`config.mk`:
```
export PLATFORM = sky130hd
export DESIGN_NAME = cpu_image_loader
export DESIGN_NICKNAME = d
export VERILOG_FILES = /design/src/rtl/cpu_image_loader.sv
export SDC_FILE = /design/constraint.sdc
export NUM_CORES = 1
export LEC_CHECK = 0
export BUFFER_PORTS_ARGS = -buffer_cell sky130_fd_sc_hd__buf_2
export CAP_MARGIN = 0
export CORE_MARGIN = 4
export CORE_UTILIZATION = 35
export CTS_CLUSTER_DIAMETER = 60
export CTS_CLUSTER_SIZE = 10
export DETAILED_ROUTE_END_ITERATION = 10
export GPL_TIMING_DRIVEN = 0
export HOLD_SLACK_MARGIN = 0.12
export SLEW_MARGIN = 20
export SYNTH_ARGS = -nofsm -noshare
export SYNTH_HDL_FRONTEND = slang
export SYNTH_SLANG_ARGS = --single-unit
```
`constraint.sdc`:
```
create_clock -name clk_i -period 4.5 [get_ports clk_i]
set_input_delay 0.225 -clock clk_i [delete_from_list [all_inputs] [get_ports clk_i]]
set_output_delay 0.225 -clock clk_i [all_outputs]
set_load 0.01 [all_outputs]
```
`src/rtl/cpu_image_loader.sv`:
```
// Boot/run sequencer for Simple_Single_CPU: streams the instruction and data images into
// byte-wide memories, loads PC and $sp, then runs the core until halt or a memory error.
module cpu_image_loader #(
  parameter int unsigned IMEM_BYTES = 1024,
  parameter int unsigned DMEM_BYTES = 1024
) (
  input  logic        clk_i,
  input  logic        rst_i,
  input  logic [31:0] s_data_i,
  input  logic        s_valid_i,
  output logic        s_ready_o,
  output logic        im_we_o,
  output logic [31:0] im_addr_o,
  output logic [7:0]  im_wdata_o,
  output logic        dm_we_o,
  output logic [31:0] dm_addr_o,
  output logic [7:0]  dm_wdata_o,
  output logic        pc_we_o,
  output logic        sp_we_o,
  output logic [31:0] init_o,
  output logic        cpu_run_o,
  input  logic        halt_i,
  input  logic        addr_ovf_i,
  input  logic        misalign_i,
  output logic [31:0] cycle_o,
  output logic        done_o,
  output logic [1:0]  status_o
);

  typedef enum logic [3:0] {
    S_IPC, S_ICNT, S_IWORD, S_IBYTE, S_DSP, S_DCNT,
    S_DWORD, S_DBYTE, S_DFILL, S_RUN, S_DONE
  } state_e;

  localparam logic [34:0] IMEM_LIM  = 35'(IMEM_BYTES);
  localparam logic [33:0] DMEM_LIM  = 34'(DMEM_BYTES);
  localparam logic [31:0] DMEM_SZ   = 32'(DMEM_BYTES);
  localparam logic [31:0] DMEM_LAST = 32'(DMEM_BYTES - 1);

  state_e      state_q, state_d;
  logic [31:0] base_q, base_d;
  logic [31:0] cnt_q, cnt_d;
  logic [31:0] idx_q, idx_d;
  logic [31:0] word_q, word_d;
  logic [31:0] fill_q, fill_d;
  logic [31:0] cycle_q, cycle_d;
  logic [1:0]  k_q, k_d;
  logic [1:0]  status_q, status_d;

  logic        ready_q, ready_d;
  logic        im_we_q, im_we_d;
  logic [31:0] im_addr_q, im_addr_d;
  logic [7:0]  im_wdata_q, im_wdata_d;
  logic        dm_we_q, dm_we_d;
  logic [31:0] dm_addr_q, dm_addr_d;
  logic [7:0]  dm_wdata_q, dm_wdata_d;
  logic        pc_we_q, pc_we_d;
  logic        sp_we_q, sp_we_d;
  logic [31:0] init_q, init_d;
  logic        run_q, run_d;
  logic        done_q, done_d;

  logic        hs;
  logic [34:0] im_end;
  logic [33:0] dm_len;
  logic [31:0] idx_inc;
  logic [31:0] fill_start;
  logic [7:0]  byte_sel;

  assign hs         = s_valid_i && ready_q;
  assign im_end     = {3'b000, base_q} + {1'b0, s_data_i, 2'b00};
  assign dm_len     = {s_data_i, 2'b00};
  assign idx_inc    = idx_q + 32'd1;
  assign fill_start = {cnt_q[29:0], 2'b00};

  always_comb begin
    state_d  = state_q;
    base_d   = base_q;
    cnt_d    = cnt_q;
    idx_d    = idx_q;
    word_d   = word_q;
    fill_d   = fill_q;
    cycle_d  = cycle_q;
    k_d      = k_q;
    status_d = status_q;
    pc_we_d  = 1'b0;
    sp_we_d  = 1'b0;
    init_d   = '0;
    unique case (state_q)
      S_IPC: if (hs) begin
        pc_we_d = 1'b1;
        init_d  = s_data_i;
        base_d  = s_data_i;
        state_d = S_ICNT;
      end
      S_ICNT: if (hs) begin
        cnt_d = s_data_i;
        idx_d = '0;
        if (im_end > IMEM_LIM) begin
          state_d  = S_DONE;
          status_d = 2'b11;
        end else if (s_data_i == '0) begin
          state_d = S_DSP;
        end else begin
          state_d = S_IWORD;
        end
      end
      S_IWORD: if (hs) begin
        word_d  = s_data_i;
        k_d     = '0;
        state_d = S_IBYTE;
      end
      S_IBYTE: begin
        if (k_q == 2'd3) begin
          idx_d   = idx_inc;
          state_d = (idx_inc == cnt_q) ? S_DSP : S_IWORD;
        end else begin
          k_d = k_q + 2'd1;
        end
      end
      S_DSP: if (hs) begin
        sp_we_d = 1'b1;
        init_d  = s_data_i;
        state_d = S_DCNT;
      end
      S_DCNT: if (hs) begin
        cnt_d = s_data_i;
        idx_d = '0;
        if (dm_len > DMEM_LIM) begin
          state_d  = S_DONE;
          status_d = 2'b11;
        end else if (s_data_i == '0) begin
          fill_d  = '0;
          state_d = (DMEM_SZ == '0) ? S_RUN : S_DFILL;
        end else begin
          state_d = S_DWORD;
        end
      end
      S_DWORD: if (hs) begin
        word_d  = s_data_i;
        k_d     = '0;
        state_d = S_DBYTE;
      end
      S_DBYTE: begin
        if (k_q == 2'd3) begin
          idx_d = idx_inc;
          if (idx_inc == cnt_q) begin
            fill_d  = fill_start;
            state_d = (fill_start == DMEM_SZ) ? S_RUN : S_DFILL;
          end else begin
            state_d = S_DWORD;
          end
        end else begin
          k_d = k_q + 2'd1;
        end
      end
      S_DFILL: begin
        if (fill_q == DMEM_LAST) state_d = S_RUN;
        else                     fill_d  = fill_q + 32'd1;
      end
      S_RUN: begin
        cycle_d = (cycle_q == '1) ? cycle_q : cycle_q + 32'd1;
        if (halt_i || addr_ovf_i || misalign_i) begin
          state_d  = S_DONE;
          status_d = (addr_ovf_i || misalign_i) ? 2'b10 : 2'b01;
        end
      end
      S_DONE: ;
      default: state_d = S_DONE;
    endcase
  end

  // Outputs are decoded from the next state so each registered strobe lines up with
  // the cycle in which its state is current.
  always_comb begin
    byte_sel = '0;
    unique case (k_d)
      2'd0: byte_sel = word_d[31:24];
      2'd1: byte_sel = word_d[23:16];
      2'd2: byte_sel = word_d[15:8];
      2'd3: byte_sel = word_d[7:0];
      default: byte_sel = '0;
    endcase
    ready_d    = state_d inside {S_IPC, S_ICNT, S_IWORD, S_DSP, S_DCNT, S_DWORD};
    im_we_d    = (state_d == S_IBYTE);
    im_addr_d  = '0;
    im_wdata_d = '0;
    if (im_we_d) begin
      im_addr_d  = base_d + {idx_d[29:0], 2'b00} + {30'b0, k_d};
      im_wdata_d = byte_sel;
    end
    dm_we_d    = (state_d == S_DBYTE) || (state_d == S_DFILL);
    dm_addr_d  = '0;
    dm_wdata_d = '0;
    if (state_d == S_DBYTE) begin
      dm_addr_d  = {idx_d[29:0], 2'b00} + {30'b0, k_d};
      dm_wdata_d = byte_sel;
    end else if (state_d == S_DFILL) begin
      dm_addr_d = fill_d;
    end
    run_d  = (state_d == S_RUN);
    done_d = (state_d == S_DONE);
  end

  always_ff @(posedge clk_i) begin
    if (rst_i) begin
      state_q    <= S_IPC;
      base_q     <= '0;
      cnt_q      <= '0;
      idx_q      <= '0;
      word_q     <= '0;
      fill_q     <= '0;
      cycle_q    <= '0;
      k_q        <= '0;
      status_q   <= '0;
      ready_q    <= 1'b0;
      im_we_q    <= 1'b0;
      im_addr_q  <= '0;
      im_wdata_q <= '0;
      dm_we_q    <= 1'b0;
      dm_addr_q  <= '0;
      dm_wdata_q <= '0;
      pc_we_q    <= 1'b0;
      sp_we_q    <= 1'b0;
      init_q     <= '0;
      run_q      <= 1'b0;
      done_q     <= 1'b0;
    end else begin
      state_q    <= state_d;
      base_q     <= base_d;
      cnt_q      <= cnt_d;
      idx_q      <= idx_d;
      word_q     <= word_d;
      fill_q     <= fill_d;
      cycle_q    <= cycle_d;
      k_q        <= k_d;
      status_q   <= status_d;
      ready_q    <= ready_d;
      im_we_q    <= im_we_d;
      im_addr_q  <= im_addr_d;
      im_wdata_q <= im_wdata_d;
      dm_we_q    <= dm_we_d;
      dm_addr_q  <= dm_addr_d;
      dm_wdata_q <= dm_wdata_d;
      pc_we_q    <= pc_we_d;
      sp_we_q    <= sp_we_d;
      init_q     <= init_d;
      run_q      <= run_d;
      done_q     <= done_d;
    end
  end

  assign s_ready_o  = ready_q;
  assign im_we_o    = im_we_q;
  assign im_addr_o  = im_addr_q;
  assign im_wdata_o = im_wdata_q;
  assign dm_we_o    = dm_we_q;
  assign dm_addr_o  = dm_addr_q;
  assign dm_wdata_o = dm_wdata_q;
  assign pc_we_o    = pc_we_q;
  assign sp_we_o    = sp_we_q;
  assign init_o     = init_q;
  assign cpu_run_o  = run_q;
  assign cycle_o    = cycle_q;
  assign done_o     = done_q;
  assign status_o   = status_q;

endmodule

```
Word level (Yosys, flattened, before mapping)
Index checks and enable logic that the tools add are counted.
{ "totals": {"mem_bits_rw": 0, "latchBits": 0, "mem_bits_ro": 0, "register_bits": 319, "out_inout_bits": 153, "memories": 0} }
{ "classes": {"multipliers": 0, "mux": 46, "div_mod_pow": 0, "addsub": 8, "magnitude_cmp": 2, "n_reduce_logical": 25, "n_eq_ne": 35, "bitwise": 7, "shifts": 0} }
{ "ops": {"columns": ["operator", "count"], "rows": [
  ["two-way mux 32 bit", 14],
  ["adder 32 x 1 -> 32 bit (second input constant)", 3],
  ["one-hot mux 32 bit (3 select lines)", 1],
  ["adder 32 x 2 -> 32 bit", 2],
  ["one-hot mux 32 bit (2 select lines)", 1],
  ["two-way mux 4 bit", 14],
  ["one-hot mux 4 bit (11 select lines)", 1],
  ["adder 32 x 34 -> 35 bit", 1],
  ["> comparator 35 x 11 -> 1 bit (second input constant)", 1],
  ["> comparator 34 x 11 -> 1 bit (second input constant)", 1],
  ["adder 32 bit", 1],
  ["== test 32 x 10 -> 1 bit (second input constant)", 1],
  ["== test 32 bit", 1],
  ["== test 32 bit (second input constant)", 1],
  ["== test 4 x 3 -> 1 bit (second input constant)", 8],
  ["zero test 32 bit", 1],
  ["one-hot mux 8 bit (4 select lines)", 1],
  ["== test 30 x 9 -> 1 bit (second input constant)", 1],
  ["== test 4 bit (second input constant)", 6],
  ["== test 4 x 2 -> 1 bit (second input constant)", 4],
  ["two-way mux 2 bit", 8],
  ["OR reduction 2 bit", 8],
  ["!= test 2 bit (second input constant)", 5],
  ["== test 4 x 1 -> 1 bit (second input constant)", 2],
  ["other kinds (20)", 36]
]} }

Depth between registers and ports, before layout
Gate-level depths: netlist (run 1).
{ "depth": {"word_depth": 8, "mapped_depth": 22} }

Least setup slack after synthesis (run 1)
OpenSTA, ideal clock, no wires.
{ "synth_timing": {"path_type": "reg-to-reg", "startpoint": "register state_q[3]", "endpoint": "register im_addr_q[29] (netlist: im_addr_o[29])", "t_arrival_ps": 4672, "t_required_ps": 4397, "path_slack_ps": -275, "setup_time_ps": 103, "path_stages_with_launch": 22, "path_cell_list": "dfxtp_1 > clkbuf_1 > clkbuf_1 > nor2_1 > nand3_1 > clkbuf_1 > buf_1 > nor3_1 > a21oi_1 > inv_1 > ha_1 > a211o_1 > a311oi_1 > a211oi_1 > o2111ai_1 > nand2_1 > o41ai_1 > o31ai_1 > a21o_1 > a21oi_1 > nor2_1 > a2111oi_2"} }
{ "synth_via": {"elab_chain_len": 5, "elab_cells_between_ends": 33, "cone_classes": "2 x add/sub; 11 x eq/ne; 14 x mux; 1 x bitwise; 5 x reduce/logical"} }
{ "synth_rtl": {"columns": ["element", "line", "text"], "rows": [
  ["start: declaration", "40", "state_e state_q, state_d;"],
  ["start signal: assignment", "229", "state_q <= state_d;"],
  ["== test 4 x 3 -> 1 bit, or another cell as far along", "89", "unique case (state_q)"],
  ["OR reduction 2 bit (no source line)", null, null],
  ["one-hot mux 32 bit (2 select lines) *", "89", null],
  ["net idx_d[4]", "43", "logic [31:0] idx_q, idx_d;"],
  ["adder 32 bit *", "189", "im_addr_d = base_d + {idx_d[29:0], 2'b00} + {30'b0, k_d};"],
  ["adder 32 x 2 -> 32 bit *", "189", null],
  ["end signal: assignment", "240", "im_addr_q <= im_addr_d;"],
  ["end: declaration", "52", "logic [31:0] im_addr_q, im_addr_d;"]
]} }
Mark *: on every way through the listed nets, which the timed path passes. The rest lies on a longest branch.
A chain may end at the register's enable or synchronous reset.

Worst setup path after layout (run 1)
{ "layout_timing": {"startpoint": "register idx_q[2]", "endpoint": "register dm_addr_q[24] (netlist: dm_addr_o[24])"} }
{ "layout_via": {"elab_chain_len": 8, "elab_cells_between_ends": 18, "cone_classes": "2 x add/sub; 3 x eq/ne; 13 x mux"} }
{ "layout_rtl": {"columns": ["element", "line", "text"], "rows": [
  ["start: declaration", "43", null],
  ["start signal: assignment", "232", "idx_q <= idx_d;"],
  ["adder 32 x 1 -> 32 bit", "73", "assign idx_inc = idx_q + 32'd1;"],
  ["== test 32 bit", "116, 147", null],
  ["two-way mux 4 bit or two-way mux 3 bit (tied branches)", "147, 116", null],
  ["two-way mux 4 bit, on equally long branches", "145, 114", null],
  ["one-hot mux 4 bit (11 select lines)", "89", null],
  ["== test 4 bit", "198", "end else if (state_d == S_DFILL) begin"],
  ["two-way mux 32 bit", "198", null],
  ["two-way mux 32 bit *", "195", "if (state_d == S_DBYTE) begin"],
  ["end signal: assignment", "243", "dm_addr_q <= dm_addr_d;"],
  ["end: declaration", "55", "logic [31:0] dm_addr_q, dm_addr_d;"]
]} }
Every way passes the cells marked *; elsewhere a longest branch is shown, timed or not. The select of a mux whose other input is x is not followed.

==> results of run 1 <==
-- per-layer routing --
| layer | routed length, µm | GRT usage | part of all wire | up-vias |
|---|---|---|---|---|
| li1 | - | - | - | 8097 |
| met1 | 29800 | 0.334 | 0.44 | 8323 |
| met2 | 30600 | 0.389 | 0.45 | 672 |
| met3 | 5300 | 0.0484 | 0.077 | 130 |
| met4 | 2690 | 0.0975 | 0.039 | 0 |
| met5 | 0 | 0 | 0 | - |
-- registers in the layout, summed over array words and instances, names as in the netlist, 2 cells and up --
| name | flops |
|---|---|
| base_q | 32 |
| word_q | 32 |
| im_wdata_o | 8 |
| fill_q | 32 |
| cnt_q | 32 |
| im_addr_o | 32 |
| state_q | 4 |
| dm_wdata_o | 8 |
| idx_q | 32 |
| init_o | 32 |
| dm_addr_o | 32 |
| cycle_o | 32 |
| k_q | 2 |
| status_o | 2 |
-- worst max-delay path by stage --
| stage | to |
|---|---|
| 3_5_place_dp | im_addr_o[29] |
| 4_1_cts | im_addr_o[29] |
| 2_1_floorplan | im_addr_o[29] |
| 6_report | dm_addr_o[24] |
| 3_3_place_gp | im_addr_o[29] |
| 5_1_grt | im_addr_o[30] |
-- power by group through the flow --
stage / sequential, mW / combinational (mW) / clock (mW)
floorplan: 2.96 / 0.468 / 0
global placement: 2.96 / 0.716 / 0
detailed placement: 2.97 / 0.722 / 0
CTS: 2.91 / 0.771 / 3.29
global route: 2.91 / 0.870 / 3.40
finish: 2.91 / 0.807 / 3.22
-- logic make-up (layout without fill, tap and decap cells) --
| family | Yosys count | count (layout) |
|---|---|---|
| other cells | 0 | 1 |
| simple gates | 827 | 827 |
| xor+xnor | 127 | 127 |
| compound gates | 495 | 495 |
| buf+inv | 177 | 502 |
| flops | 319 | 319 |
| mux | 79 | 79 |
| fa+ha+maj | 66 | 66 |
-- worst max-delay path: stages (launching register included) --
cell and delay [ns]:
dfxtp_1 0.31, buf_2 0.20, and3_1 0.18, buf_2 0.20, nand4_1 0.25, or3_1 0.47
a2111o_1 0.47, nor4_4 0.38, nand3_2 0.20, nor2_4 0.15, buf_4 0.18, nor2_1 0.07
nand3b_1 0.43, inv_1 0.28, buf_2 0.38, o2bb2ai_1 0.17
-- placed cells by master (no fill, tap or decap), types with 41 or more instances in the layout --
master / count
xor2_1: 64
nand2_1: 212
inv_1: 68
o21ai_0: 77
xnor2_1: 62
mux2i_1: 49
dfxtp_1: 311
clkbuf_16: 45
buf_2: 203
buf_4: 51
and2_1: 81
clkbuf_1: 60
nand4_1: 41
nor2_1: 228
nand3_1: 54
ha_1: 55
a21oi_1: 143
-- what timing repair did --
action / 4_1_cts / 5_1_grt
gates cloned: 0 / 1
buffers inserted: 32 / 14
resized for setup: 113 / 77
endpoints found under the setup margin: 81 / 82
hold buffers: 33 / 0
pin swaps: 23 / 18
hold endpoints to repair: 93 / 0
-- metrics by stage --
step / cells / setup TNS (ns) / setup WS (ns)
final: 3080 / 0 / 0.0905
after global routing: 3079 / -0.0503 / -0.0260
after CTS: 3065 / 0 / 0.000613
after detailed placement: 2944 / -48.89 / -2.02
after global placement: 2942 / -50.69 / -1.92
after floorplan: 2090 / 0 / 0.00304
-- Yosys cell counts, types with 12 or more instances --
cell type and instances:
o21a_1 15, o2bb2ai_1 15, nor2b_1 13, xor2_1 65, nand2b_1 12, a21o_1 30, ha_1 64, or3_1 16
inv_1 69, and3_1 27, nor2_1 232, clkbuf_1 79, o21ai_0 84, nor4_1 34, o211ai_1 17, a22oi_1 14
xnor2_1 62, mux2i_1 49, nor3_1 44, nand3_1 60, nand2_1 218, nand4_1 41, a31oi_1 26, and4_1 19
buf_2 16, a21oi_1 158, and2_1 81, mux2_2 30, dfxtp_1 319
-- layout make-up --
cell class                 count  share of cell area
timing repair buffer         270              0.0772
clock inverter                14             0.00821
clock buffer                  45              0.0502
sequential                   319               0.294
inverter                      71              0.0122
tap                          664              0.0381
buffer                       102              0.0275
antenna                        1            0.000115
multi-input combinational   1594               0.492
==> flow_summary_export.csv, run 1 <==
group,metric,value,unit
sta,min_period,4.41,ns
finish,layout.area.seq,0.00641,mm²
power_and_ir_drop,power_switching_share,0.274,
route,antenna_violating_nets_post_route,0,
finish,finalNetCount,2505,
finish,drive_gt1_frac,0.204,
floorplan,row_count,81,
sta,grt_setup_unrepaired,"yes",
worst_setup_path,rrSetupSlack,0.09,ns
placed_design,dp_hpwl,52.2,mm
logic_synthesis,synth_compound_gate_area_share,0.194,
power_and_ir_drop,power.density,318,mW/mm²
sta,finalHoldViolCount,0,
sta,finalCritPeriodShare,0.980,
sta,fmax,0.227,GHz
hold_path,hold_path.startpoint,"addr_ovf_i",
worst_setup_path,crit_path_max_fanout,10,
worst_setup_path,critical_path_class,"flop to flop",
sta,setup_violations,0,
logic_synthesis,ys_top_cells_by_area,"dfxtp_1 37%, nor2_1 5.0%, nand2_1 4.7%",
worst_setup_path,worst-endpoint-required,5.00,ns
logic_synthesis,synth_xor_xnor_area_share,0.0644,
route,via_count,17200,
worst_setup_path,crit_path_start_kind,"flop",
global_route,grt_overflow_total,0,
logic_synthesis,synth_cell_type_count,88,
power_and_ir_drop,seq_power_share,0.419,
power_and_ir_drop,max-vdd-ir-drop,0.223,mV
finish,num-fill-cells,4953,
clock_tree,cts_sinks,319,
worst_setup_path,reg2reg_from,"idx_q[2]",
clock_tree,clock_tree.buffer_depth,3,
floorplan,die-area,0.0530,mm²
logic_synthesis,postSynthNetCount,2194,
clock_tree,cts-htree-levels,2,
global_route,grt_pass1_vias,16000,
sta,finalMaxSlewViolations,0,
logic_synthesis,synth_edf_count,0,
logic_synthesis,synth_top_family_by_area,"simple AND/OR/NAND/NOR gates",
route,routedWlPerCell,22.2,µm
global_route,grt_first_pass_wirelength,101,mm
global_route,grtUsageTotal,0.247,
sta,holdWs,0.201,ns
power_and_ir_drop,power.internal,5.04,mW
logic_synthesis,postSynthCellCount,2090,
logic_synthesis,ys_ff_latch,319,
clock_tree,path_clk_slew,0.05,ns
logic_synthesis,synth_top_flop_cell,"dfxtp_1",
placed_design,place_congestion,0.982,
placed_design,placed_area,0.0191,mm²
run,maxCapViolations,0,
global_route,number_of_antenna_violations_at_the_first_check_in_global_routing,2,
sta,max-slew-margin-rel,0.185,
route,drtPass1Iterations,5,
clock_tree,root_buffer,"clkbuf_16",
floorplan,chipWidth,230,µm
logic_synthesis,synthDominantAreaCellType,"dfxtp_1",
floorplan,core-area,0.0488,mm²
worst_setup_path,ff2ff_path_depth,15,
logic_synthesis,synth.mux.area_fraction,0.0480,
worst_setup_path,worst_r2r_dst,"dm_addr_o[24]",
power_and_ir_drop,power.clock.fraction,0.465,
route,post_drt_via_cell_ratio,5.59,
logic_synthesis,synth_simple_gate_area_frac,0.234,
power_and_ir_drop,comb_power_share,0.116,
hold_path,min_path_type,"input port to flop",
logic_synthesis,syn_area,0.0173,mm²
logic_synthesis,synth.avg_cell_area,8.27,µm²
power_and_ir_drop,post-layout-total-power,6.94,mW
floorplan,initial_core_util,0.354,
placed_design,place.port_buffers,188,
worst_setup_path,cp_data_arrival_time,4.91,ns
sta,max_slew.worst_pin.slew,1.19,ns
clock_tree,cts_made_buffers,43,
logic_synthesis,netlist.area_leader.share,0.370,
finish,multiInputGateArea,0.0107,mm²
run_status,run_status,"completed",
worst_setup_path,crit_path_start,"idx_q[2]",
route,drc,0,
logic_synthesis,async_reset_ff_frac,0,
hold_path,holdPathStages,4,
clock_tree,cts_tree,"yes",
finish,design_area,0.0218,mm²
logic_synthesis,synth_warnings,0,
floorplan,io_pins,191,
power_and_ir_drop,power_leakage,9.28,nW
route,drt_iter0_markers,1428,
sta,finalClockSkew,0.0231,ns
global_route,grt_start_max_net_pins,13,
route,aggregate_routed_wire_length,68.4,mm
floorplan,die_extent_in_y,230,µm
logic_synthesis,synth.yosys.seq_area_share,0.370,
logic_synthesis,synth_adder_area_share,0.0487,
finish,postLayoutCoreUtil,0.446,
hold_path,holdPathEnd,"status_o[1]",
clock_tree,clock_insertion_delay_at_the_later_pin_of_the_skew_report,0.60,ns
finish,area_added_between_synthesis_and_finish,26.1,%
power_and_ir_drop,power_dissipated_by_switching_net_loads,1.90,mW
worst_setup_path,critical_path.endpoint_type,"flop",
Power figures use the tool's default switching activity.
==> inputs of run 2 (changes only) <==
- clock period: 4.5 -> 3.6 ns (I/O delays scaled with it)
==> run 2 against run 1 <==
The flow now finishes with violations (setup timing). Critical path type unchanged. Wire length up 9.1%. Critical path depth increased by 8. Setup slack got worse by 0.72 ns. Die area unchanged. Highest routed layer is now met5. Combinational power up 59%. Register-to-register slack worse by 0.72 ns.
==> flow_summary_export.csv, run 2 (synthesized netlist as in run 1, its figures left out) <==
group,metric,value,unit
hold_path,min_path_type,"input port to flop",
finish,multiInputGateArea,0.0122,mm²
floorplan,die_extent_in_y,230,µm
finish,area_added_between_synthesis_and_finish,43.2,%
sta,min_period,4.23,ns
finish,number_of_inserted_diodes,0,
worst_setup_path,crit_path_max_fanout,5,
route,aggregate_routed_wire_length,74.7,mm
finish,drive_gt1_frac,0.312,
worst_setup_path,worst-endpoint-required,4.07,ns
clock_tree,clock_insertion_delay_at_the_later_pin_of_the_skew_report,0.58,ns
clock_tree,cts-htree-levels,2,
sta,finalHoldViolCount,0,
placed_design,placed_area,0.0194,mm²
finish,layout.cells.most_common,"dfxtp_1",
power_and_ir_drop,post-layout-total-power,8.84,mW
sta,finalCritPeriodShare,1.17,
floorplan,row_count,81,
route,drc,0,
power_and_ir_drop,max-vdd-ir-drop,0.311,mV
sta,post-route-worst-setup-slack,-0.629,ns
floorplan,die-area,0.0530,mm²
clock_tree,clock_tree.buffer_depth,3,
run_status,run_status,"complete, but fails checks",
clock_tree,path_clk_slew,0.06,ns
route,post_drt_via_cell_ratio,5.65,
global_route,grt_pass1_vias,17500,
finish,design_area,0.0247,mm²
sta,grt_setup_unrepaired,"yes",
global_route,met1_resource_use_gr,0.348,
clock_tree,cts_tree,"yes",
global_route,grt_first_pass_wirelength,109,mm
finish,layout.area.seq,0.00643,mm²
finish,num-fill-cells,4619,
sta,fmax,0.236,GHz
placed_design,dp_hpwl,52.4,mm
route,drtPass1Iterations,6,
sta,finalMaxSlewViolations,0,
route,drt_iter0_markers,1637,
sta,finalClockSkew,0.0312,ns
floorplan,chipWidth,230,µm
floorplan,initial_core_util,0.354,
sta,max_slew.worst_pin.slew,1.20,ns
global_route,met3_usage,0.0549,
finish,commonest_non_fill_non_tap_cells_in_the_layout,"299 x dfxtp_1, 209 x nand2_1, 200 x nor2_1",
power_and_ir_drop,power.density,357,mW/mm²
route,via_count,18100,
clock_tree,cts_sinks,319,
route,antenna_violating_nets_post_route,0,
worst_setup_path,critical_path.endpoint_type,"flop",
floorplan,core-area,0.0488,mm²
worst_setup_path,crit_path_start_kind,"flop",
placed_design,place_congestion,1.03,
placed_design,setup_slack_after_placement,-1.70,ns
global_route,grtUsageTotal,0.269,
global_route,number_of_antenna_violations_at_the_first_check_in_global_routing,4,
finish,finalNetCount,2626,
global_route,groute.layer.met2.usage,0.426,
power_and_ir_drop,power_leakage,10.3,nW
worst_setup_path,critical_path_class,"flop to flop",
global_route,grt_overflow_total,0,
sta,max-slew-margin-rel,0.195,
run_status,failed_checks,"setup timing",
global_route,grt_start_max_net_pins,12,
run,maxCapViolations,0,
worst_setup_path,cp_data_arrival_time,4.70,ns
placed_design,place.port_buffers,188,
global_route,grt-busiest-layer,"met2",
sta,setup_violations,89,
clock_tree,cts_made_buffers,43,
floorplan,io_pins,191,
route,routedWlPerCell,23.3,µm
clock_tree,root_buffer,"clkbuf_16",
==> run 2: area by class of cell <==
type,instances,share of cell area
buffer,94,0.0335
clock buffer,49,0.0456
clock inverter,12,0.00511
inverter,71,0.0114
multi-input combinational,1594,0.494
sequential,319,0.260
tap,664,0.0336
timing repair buffer,399,0.117
==> run 2: path summary, 6_finish.rpt <==
| kind | startpoint | endpoint | slack, ns | cells past startpoint |
|---|---|---|---|---|
| worst max-delay path | state_q[0] | im_addr_o[27] | -0.63 | 23 |
| worst min register to register | status_o[1] | status_o[1] | 0.46 | 2 |
| worst max register to register | state_q[0] | im_addr_o[27] | -0.63 | 23 |
| worst min-delay path | addr_ovf_i | status_o[1] | 0.14 | 4 |
==> run 2: where the power goes <==
| group | switching, mW | total, mW | internal, mW | leakage (nW) |
|---|---|---|---|---|
| Sequential | 0.0453 | 3.63 | 3.59 | 2.59 |
| Combinational | 0.766 | 1.28 | 0.510 | 7.09 |
| Clock | 1.63 | 3.93 | 2.30 | 0.621 |
==> run 2: critical path, stage by stage, from the launching register on <==
cell	delay, ns
dfxtp_4	0.37
clkbuf_16	0.14
nand2_8	0.06
nor4_4	0.27
clkbuf_8	0.24
clkbuf_16	0.15
nand2_4	0.04
nand2_4	0.08
a21oi_4	0.06
inv_2	0.09
ha_4	0.21
a211o_1	0.32
a311oi_2	0.34
a211oi_2	0.11
o2111ai_2	0.19
nand2_2	0.12
o41ai_4	0.20
buf_4	0.19
o31ai_4	0.08
a211o_1	0.31
a21oi_2	0.22
buf_4	0.15
xor2_1	0.14
nor2_1	0.06
==> run 2: repair_timing <==
action,in CTS,in global routing
hold buffers,39,0
setup buffers,129,45
setup endpoints to repair,123,124
gates cloned,7,0
pin swaps,119,85
endpoints found under the hold margin,107,0
resized for setup,310,164
==> run 2: metrics by stage <==
step	setup TNS (ns)	std cells	utilization	hold slack [ns]
after floorplan	-0.408	2090	-	0.302
after global placement	-138.54	2942	0.398	0.452
after detailed placement	-137.27	2943	0.398	0.454
after CTS	-25.88	3169	0.486	0.126
after global routing	-33.79	3202	0.507	0.169
final	-22.50	3202	0.507	0.136
==> run 2: routing by layer <==
layer  vias to the layer above  share of wire  routed length, µm
li1                       8348              -                  -
met4                         4          0.051               3780
met1                      8785           0.42              31300
met3                       190          0.076               5680
met2                       772           0.45              33900
met5                         -        0.00028                 21
==> inputs of run 3 (changes only) <==
- clock period: 3.6 -> 3.7 ns (I/O delays scaled with it)
==> run 3 against run 2 <==
Register-to-register slack improved by 0.08 ns. Maximum frequency decreased by 0.49%. Cell count increased by 0.59%. Sequential cell count unchanged. Design area increased by 0.18%. The run still ends with setup timing left.
==> flow_summary_export.csv, run 3 (synthesized netlist as in run 1, its figures left out) <==
group,metric,value,unit
finish,final-instance-count-excl-fill,3221,
finish,layout.cells.most_common,"dfxtp_1",
clock_tree,path_clk_slew,0.05,ns
worst_setup_path,critPathMostFrequentCell,"clkbuf_16",
finish,num-fill-cells,4614,
sta,post-route-worst-setup-slack,-0.549,ns
route,met3WireLength,5.84,mm
worst_setup_path,worst-endpoint-required,4.16,ns
sta,finalMaxSlewViolations,0,
worst_setup_path,reg2reg_from,"state_q[0]",
clock_tree,cts_made_buffers,42,
sta,finalCritPeriodShare,1.15,
floorplan,die_extent_in_y,230,µm
worst_setup_path,critical-path-top-delay-family,"compound AO/OA/AOI/OAI gates",
worst_setup_path,critical-path-slowest-cell,"o41a_1",
placed_design,place.port_buffers,188,
route,top_layer,"met4",
hold_path,holdPathEnd,"base_q[6]",
route,via_count,18400,
worst_setup_path,cp_data_arrival_time,4.71,ns
worst_setup_path,worst_r2r_dst,"im_addr_o[21]",
worst_setup_path,cp_num_cells,22,
power_and_ir_drop,power_leakage,10.4,nW
worst_setup_path,ff2ff_path_depth,22,
hold_path,hold_path.startpoint,"s_data_i[6]",
finish,commonest_non_fill_non_tap_cells_in_the_layout,"303 x dfxtp_1, 209 x nand2_1, 203 x nor2_1",
worst_setup_path,crit_path_start_kind,"flop",
sta,finalClockSkew,0.0303,ns
placed_design,setup_slack_after_placement,-1.56,ns
global_route,grt_overflow_total,0,
floorplan,initial_core_util,0.354,
route,aggregate_routed_wire_length,75.8,mm
global_route,number_of_antenna_violations_at_the_first_check_in_global_routing,0,
sta,max-slew-margin-rel,0.221,
hold_path,holdPathStages,3,
sta,finalHoldViolCount,0,
floorplan,row_count,81,
finish,finalNetCount,2645,
run_status,failed_checks,"setup timing",
sta,min_period,4.25,ns
placed_design,dp_hpwl,52.5,mm
global_route,grtUsageTotal,0.266,
global_route,grt_first_pass_wirelength,108,mm
route,routedWlPerCell,23.5,µm
sta,setup_tns,-22.77,ns
floorplan,chipWidth,230,µm
global_route,grt_start_max_net_pins,12,
finish,area_added_between_synthesis_and_finish,43.5,%
route,drtPass1Iterations,5,
placed_design,place_inst,2943,
run_status,run_status,"complete, but fails checks",
global_route,grt_pass1_vias,17300,
finish,number_of_inserted_diodes,0,
floorplan,die-area,0.0530,mm²
worst_setup_path,critical_path.endpoint_type,"flop",
clock_tree,cts_sinks,319,
sta,grt_setup_unrepaired,"yes",
sta,max_slew.worst_pin.slew,1.16,ns
clock_tree,cts-htree-levels,2,
clock_tree,clock_tree.buffer_depth,3,
finish,postLayoutCoreUtil,0.507,
placed_design,place_congestion,0.991,
sta,fmax,0.235,GHz
route,met2_length,34.6,mm
route,drc,0,
power_and_ir_drop,max-vdd-ir-drop,0.253,mV
worst_setup_path,critical-path-max-stage-delay,0.45,ns
route,post_drt_via_cell_ratio,5.71,
finish,drive_gt1_frac,0.306,
power_and_ir_drop,power.density,352,mW/mm²
worst_setup_path,crit_path_max_fanout,6,
route,antenna_violating_nets_post_route,0,
floorplan,io_pins,191,
clock_tree,clock_insertion_delay_at_the_later_pin_of_the_skew_report,0.59,ns
route,drt_iter0_markers,1572,
hold_path,min_path_type,"input port to flop",
worst_setup_path,path_cells,"clkbuf_16 > nand2_8 > nor2_4 > nand3_4 > clkbuf_16 > clkbuf_16 > o41a_1 > inv_2 > ha_4 > a21o_1 > a221o_1 > a31oi_1 > nand2_2 > o41ai_4 > buf_4 > buf_4 > buf_6 > o21ai_4 > a21o_1 > a21oi_2 > xor2_1 > nor2_1",
worst_setup_path,rrSetupSlack,-0.55,ns
clock_tree,cts_tree,"yes",
worst_setup_path,critical_path.n_buffers_inverters,7,
clock_tree,root_buffer,"clkbuf_16",
run,maxCapViolations,0,
route,drt-met1-wl,31.7,mm
sta,setup_violations,84,
floorplan,core-area,0.0488,mm²
worst_setup_path,critical_path_class,"flop to flop",
-- run 3: cell types whose count changed in the layout (fill, tap and decap cells not counted), sizes merged --
cell,before,now
bufbuf,2,0
clkinv,9,6
bufinv,1,3
clkinvlp,1,3
clkbuf,114,119
inv,72,70
buf,387,397
dlygate4sd3,39,46
-- run 3: stage by stage --
stage / hold slack (ns) / total power [mW] / instance area (µm²)
4_1_cts: 0.122 / 8.65 / 23300
3_5_place_dp: 0.462 / 4.51 / 19400
5_1_grt: 0.162 / 9.01 / 24800
2_1_floorplan: 0.307 / 4.19 / 17600
3_3_place_gp: 0.451 / 4.50 / 19400
6_report: 0.136 / 8.73 / 24800
-- run 3: area by class of cell --
type	instances	area [µm²]	share of cell area
Clock inverter	11	165	0.00666
Sequential cell	319	6430	0.259
Clock buffer	49	1140	0.0459
Multi-Input combinational cell	1594	12000	0.486
Timing Repair Buffer	417	3070	0.124
Buffer	96	835	0.0337
Inverter	71	273	0.0110
Tap cell	664	831	0.0335
-- run 3: worst register-to-register path: stages (launching register included) --
cell,delay [ns]
dfxtp_4,0.37
clkbuf_16,0.14
nand2_8,0.06
nor2_4,0.15
nand3_4,0.11
clkbuf_16,0.19
clkbuf_16,0.17
o41a_1,0.45
inv_2,0.11
ha_4,0.21
a21o_1,0.19
a221o_1,0.32
a31oi_1,0.19
nand2_2,0.11
o41ai_4,0.22
buf_4,0.20
buf_4,0.12
buf_6,0.11
o21ai_4,0.07
a21o_1,0.18
a21oi_2,0.15
xor2_1,0.25
nor2_1,0.08
-- run 3: layer usage --
metal	GRT usage	vias up
li1	-	8376
met1	0.354	8959
met2	0.430	851
met3	0.0420	191
met4	0.112	0
met5	0	-
-- run 3: worst max path at each step --
stage                     from            end  slack [ns]
detailed placement    idx_q[1]  im_addr_o[23]       -1.56
global placement      idx_q[1]  im_addr_o[23]       -1.60
global route        state_q[0]  im_addr_o[31]       -0.65
CTS                 state_q[3]  im_addr_o[31]       -0.54
finish              state_q[0]  im_addr_o[21]       -0.55
floorplan           state_q[0]  im_addr_o[31]       -0.04
-- run 3: where the power goes --
part / internal (mW) / total, mW / leakage [nW] / switching (mW)
Sequential: 3.49 / 3.53 / 2.59 / 0.0439
Clock: 2.38 / 3.98 / 0.634 / 1.61
Combinational: 0.479 / 1.21 / 7.15 / 0.736
Total: 6.35 / 8.73 / 10.4 / 2.39
-- run 3: what timing repair did --
action                                  CTS  global route
pin swaps                               100            93
hold endpoints to repair                105             0
hold buffers                             46             0
endpoints found under the setup margin  123           120
buffers inserted                        100            83
cloned                                    3             5
gates resized for setup                 243           223
